### src/rtl/multicycle_sequencer.sv
// rtl/multicycle_sequencer.sv - multicycle RV32I control FSM with memory watchdog (optional SEQ_SINGLE_STEP_EN)
module multicycle_sequencer #(
    parameter int unsigned MEM_TIMEOUT = 255,
    parameter int unsigned TO_W        = 8,
    parameter logic [31:0] INSTRET_RST = 32'h0
) (
    input  logic        clk,
    input  logic        reset,
    input  logic [6:0]  opcode,
    input  logic        dec_reg_write,
    input  logic        dec_mem_write,
    input  logic        take_pc_target,
    input  logic        mem_ready,
    input  logic        halt_req,
`ifdef SEQ_SINGLE_STEP_EN
    input  logic        step,
`endif
    output logic        pc_write,
    output logic        pc_sel,
    output logic        ir_write,
    output logic        mem_req,
    output logic        mem_addr_sel,
    output logic        mem_we,
    output logic        rf_we,
    output logic [2:0]  state,
    output logic        halted,
    output logic        fault,
    output logic [31:0] instret
);

    typedef enum logic [2:0] {
        S_IDLE   = 3'd0,
        S_FETCH  = 3'd1,
        S_DECODE = 3'd2,
        S_EXEC   = 3'd3,
        S_MEM    = 3'd4,
        S_WB     = 3'd5,
        S_HALT   = 3'd6,
        S_FAULT  = 3'd7
    } state_t;

    localparam logic [6:0] OP_LOAD   = 7'b0000011;
    localparam logic [6:0] OP_STORE  = 7'b0100011;
    localparam logic [6:0] OP_BRANCH = 7'b1100011;
    localparam logic [6:0] OP_SYSTEM = 7'b1110011;
    localparam logic [TO_W-1:0] TO_LAST = TO_W'(MEM_TIMEOUT - 1);

    state_t          state_q, state_d;
    logic [TO_W-1:0] wd_q, wd_d;
    logic [31:0]     instret_q;
    logic            retire, legal, halt_exit, stop_after;

`ifdef SEQ_SINGLE_STEP_EN
    logic step_q, step_rise, step_active_q;

    assign step_rise = step & ~step_q;

    // A stepped instruction always lands back in HALT, whatever halt_req says.
    always_ff @(posedge clk or negedge reset) begin
        if (!reset) begin
            step_q        <= 1'b0;
            step_active_q <= 1'b0;
        end else begin
            step_q <= step;
            if (state_q == S_HALT && step_rise)
                step_active_q <= 1'b1;
            else if (state_d == S_HALT || state_d == S_FAULT)
                step_active_q <= 1'b0;
        end
    end

    assign halt_exit  = !halt_req || step_rise;
    assign stop_after = halt_req || (opcode == OP_SYSTEM) || step_active_q;
`else
    assign halt_exit  = !halt_req;
    assign stop_after = halt_req || (opcode == OP_SYSTEM);
`endif

    always_comb begin
        legal = 1'b0;
        case (opcode)
            7'b0110011, 7'b0010011, 7'b0000011, 7'b0100011, 7'b1100011,
            7'b1101111, 7'b1100111, 7'b0110111, 7'b0010111, 7'b1110011: legal = 1'b1;
            default: legal = 1'b0;
        endcase
    end

    always_comb begin
        state_d      = state_q;
        pc_write     = 1'b0;
        pc_sel       = 1'b0;
        ir_write     = 1'b0;
        mem_req      = 1'b0;
        mem_addr_sel = 1'b0;
        mem_we       = 1'b0;
        rf_we        = 1'b0;
        retire       = 1'b0;
        case (state_q)
            S_IDLE:   state_d = halt_req ? S_HALT : S_FETCH;
            S_FETCH: begin
                mem_req = 1'b1;
                if (mem_ready) begin
                    ir_write = 1'b1;
                    state_d  = S_DECODE;
                end
            end
            S_DECODE: state_d = legal ? S_EXEC : S_FAULT;
            S_EXEC: begin
                if (opcode == OP_LOAD || opcode == OP_STORE)
                    state_d = S_MEM;
                else if (opcode == OP_BRANCH)
                    retire = 1'b1;
                else
                    state_d = S_WB;
            end
            S_MEM: begin
                mem_req      = 1'b1;
                mem_addr_sel = 1'b1;
                mem_we       = dec_mem_write;
                if (mem_ready) begin
                    if (opcode == OP_STORE)
                        retire = 1'b1;
                    else
                        state_d = S_WB;
                end
            end
            S_WB: begin
                rf_we  = dec_reg_write;
                retire = 1'b1;
            end
            S_HALT:   if (halt_exit) state_d = S_FETCH;
            S_FAULT:  state_d = S_FAULT;
        endcase
        if (retire) begin
            pc_write = 1'b1;
            pc_sel   = take_pc_target;
            state_d  = stop_after ? S_HALT : S_FETCH;
        end
        // The wd_q value here counts earlier stall cycles; this cycle makes MEM_TIMEOUT.
        if (MEM_TIMEOUT != 0 && mem_req && !mem_ready && wd_q == TO_LAST)
            state_d = S_FAULT;
    end

    always_comb begin
        wd_d = '0;
        if (mem_req && !mem_ready && state_d == state_q)
            wd_d = wd_q + TO_W'(1);
    end

    always_ff @(posedge clk or negedge reset) begin
        if (!reset) begin
            state_q   <= S_IDLE;
            wd_q      <= '0;
            instret_q <= INSTRET_RST;
        end else begin
            state_q <= state_d;
            wd_q    <= wd_d;
            if (retire)
                instret_q <= instret_q + 32'd1;
        end
    end

    assign state   = state_q;
    assign halted  = (state_q == S_HALT);
    assign fault   = (state_q == S_FAULT);
    assign instret = instret_q;

endmodule

### config.mk
export PLATFORM = sky130hd
export DESIGN_NAME = multicycle_sequencer
export DESIGN_NICKNAME = d
export VERILOG_FILES = /design/src/rtl/multicycle_sequencer.sv
export SDC_FILE = /design/constraint.sdc
export NUM_CORES = 1
export LEC_CHECK = 0
export CELL_PAD_IN_SITES_DETAIL_PLACEMENT = 0
export CELL_PAD_IN_SITES_GLOBAL_PLACEMENT = 2
export CORE_AREA = 5 5 94 105
export DETAILED_ROUTE_END_ITERATION = 10
export DIE_AREA = 0 0 99 110
export GPL_TIMING_DRIVEN = 0
export MAX_ROUTING_LAYER = met4
export PLACE_DENSITY_LB_ADDON = 0.1
export SLEW_MARGIN = 25
export SYNTH_ARGS = -nofsm -noshare
export SYNTH_HDL_FRONTEND = slang
export SYNTH_SLANG_ARGS = --single-unit
### constraint.sdc
create_clock -name clk -period 2.45 [get_ports clk]
set_clock_uncertainty 0.2 [all_clocks]
set_input_delay 0.735 -clock clk [delete_from_list [all_inputs] [get_ports clk]]
set_output_delay 0.735 -clock clk [all_outputs]
set_load 0.05 [all_outputs]
==> reports/summary.txt <==
Run status: complete, but fails checks
Violated checks: negative setup slack
Via density: 4.68
Fin Setup TNS: -0.334 ns
Rows: 36
Hold_buf cts: 0
CTS clock-pin slew for the worst setup and hold paths: 0.09 ns
Top cells by count, synth: 43 x dfrtp_1, 31 x xnor2_1, 20 x nand3_1
Slew @ Worst Pin: 0.569 ns
Async S/R FF share, synth: 100%
Share of cells above drive strength 1: 24.7%
Register area: 1080 um^2
Post-detail-place hpwl: 4270 um
HP Class: input pin to asynchronous set/reset pin
Initial antenna violation count: 0
Yosys top cell by area: dfrtp_1
First-pass GRT wire length: 10300 um
I/O Buffers: 57
Die area: 10900 um^2
Top Ports: 58
Detailed-route via count: 1896
Reg-to-Reg End: wd_q[3]
Tot GR Track Use: 12.2%
Mapped Area: 2260 um^2
Initial Util: 26.0%
Final nets: 307
H-Tree Level Count: 2
Main synth FF type: dfrtp_1
Post-Layout Cell Count: 405
Clock Tree Root: clkbuf_8
Final worst slack: -0.173 ns
Core Util, Final: 38.0%
RR Startpoint: state[1]
Fin crit share: 107%
Post-DRT Antenna Nets: 0
Antenna cells: 0
Final wirelength: 6280 um
Largest cells by area after synthesis: dfrtp_1 48%, xnor2_1 12%, nand3_1 4.4%, nand4_1 3.9%, and3_1 3.6%
Syn nets: 226
CTS buffer count: 5
Slew headroom: 62.1%
Max-cap viol count: 0
Worst endpoint data arrival time: 1.69 ns
Minimum clock period: 2.62 ns
Clk_lat worst skew: 0.30 ns
TritonRoute pass-1 iters: 4
Max-slew violations: 0
Clock buffer depth: 2
Maximum VDD drop: 0.000270 V
Critical path peak fanout: 3
Achievable frequency: 0.381 GHz
Filler Cell Count: 890
RSZ-0062 raised after global routing: true
Pleak: 0.00151 uW
Syn avg cell area: 10.8 um^2
Yosys Warn Count: 0
Routed WL per cell: 15.5 um
Cells after Synth: 209
Area growth from synthesis to layout: 45.9%
Top cell type's share of synthesized area: 47.6%
Dpl cell area: 3000 um^2
Pwr/cell area: 957 nW/um^2
Fin. Hold Viols: 0
CTS tree: yes
CP endpoint kind: output port
CP Class: input pin to output port
Register-to-Register Setup Slack: 0.13 ns
Gr ovfl total: 0
#FFs+latches synth: 43
Chip height: 110 um
Core area: 8690 um^2
Clk sinks: 43
DRT iter0 DRCs: 60
FF-to-FF path depth: 8
Cell area after layout: 3300 um^2
Sequential area share after synthesis: 47.6%
RePlAce Congestion: 0.698
Largest net degree at the start of global routing: 44
Worst EP required: 1.51 ns
Area taken by multi-input logic gates: 1230 um^2
# DRC: 0
Final setup vio count: 2
Number of flops mapped to enable cells by yosys: 0
Count leader, synth: dfrtp_1
Vias in the first global route: 1912
Post-placement cell count: 380
Synth cell types: 47
Die X: 99 um
Startpoint Class: input pin
-- where the power goes --
part           internal [uW]  switching (uW)
Combinational            656            1030
Sequential               793             112
Clock                    304             265
-- flip-flops by register name, summed over array words and instances (netlist names) --
signal   cells
wd_q         8
instret     32
state        3
-- metrics by stage --
stage / worst slack (ns) / power, uW / hold WS (ns)
after global placement: -1.44 / 2340 / 0.267
after global routing: -0.215 / 3350 / 0.257
after CTS: -0.217 / 2990 / 0.249
final: -0.173 / 3160 / 0.213
after floorplan: -0.230 / 1880 / 0.239
after detailed placement: -1.42 / 2340 / 0.267
-- repair_timing --
action                                  in CTS  in global routing
resized for setup                          130                 18
pin swaps                                    8                  8
setup buffers                                8                  9
endpoints found under the setup margin      79                 15
-- layer usage --
metal  wire length (um)  track usage, %
met1               2890            15.8
met5                  0               -
met3                288            3.27
met4                 52            3.22
met2               3050            18.9
-- cells by family (layout without fill, tap and decap cells) --
kind of cell,after synthesis,in the layout,synth area share [%]
AND/OR/NAND/NOR,91,91,24.3
flip-flops,43,43,47.6
XOR/XNOR,38,38,14.7
AO/OA/AOI/OAI,20,20,8.13
buffers and inverters,12,94,2.65
adder cells (fa/ha/maj),3,3,1.66
multiplexers,2,2,0.940
-- final cells by class --
cell class,instances,share of cell area (%)
Buffer,7,1.63
Inverter,5,0.569
Tap cell,114,4.32
Sequential cell,43,32.7
Multi-Input combinational cell,154,37.4
Clock inverter,3,1.33
Timing Repair Buffer,74,20.0
Clock buffer,5,2.08
-- worst max-delay path by stage --
stage	startpoint	cells after the start	slack (ns)	to
after global placement	opcode[6]	6	-1.44	pc_sel
after global routing	opcode[6]	6	-0.21	pc_sel
after CTS	opcode[2]	6	-0.22	pc_sel
final	opcode[2]	6	-0.17	pc_sel
after floorplan	opcode[3]	4	-0.23	pc_sel
after detailed placement	opcode[6]	6	-1.42	pc_sel
-- worst max-delay path, stage by stage --
cell and delay [ns]:
buf_6 0.09, and4bb_4 0.35, o2111ai_4 0.15, nand2_8 0.09
and2_4 0.14, buf_8 0.13
-- layout by cell type (no fill, tap or decap), types with 2 or more instances in the layout --
cell / netlist / routed
a211oi_4: 0 / 2
nand4_1: 14 / 14
nor4_2: 0 / 2
a21oi_1: 4 / 3
xnor2_1: 31 / 31
buf_2: 3 / 7
buf_4: 3 / 21
buf_8: 0 / 5
inv_1: 4 / 4
ha_1: 3 / 3
buf_6: 0 / 5
dfrtp_2: 0 / 2
nor2_1: 5 / 4
and3_4: 0 / 3
clkdlybuf4s50_1: 0 / 3
dlygate4sd2_1: 0 / 36
and3_1: 13 / 10
xor2_1: 7 / 7
and2_4: 0 / 2
nand2_1: 9 / 8
clkbuf_8: 0 / 5
or3_1: 2 / 2
nor4_1: 8 / 6
dfrtp_1: 43 / 41
nand3_1: 20 / 20
and2_1: 4 / 2
and4_1: 4 / 4
nor3b_1: 2 / 2
No activity file was read; power rests on OpenSTA's default activity.
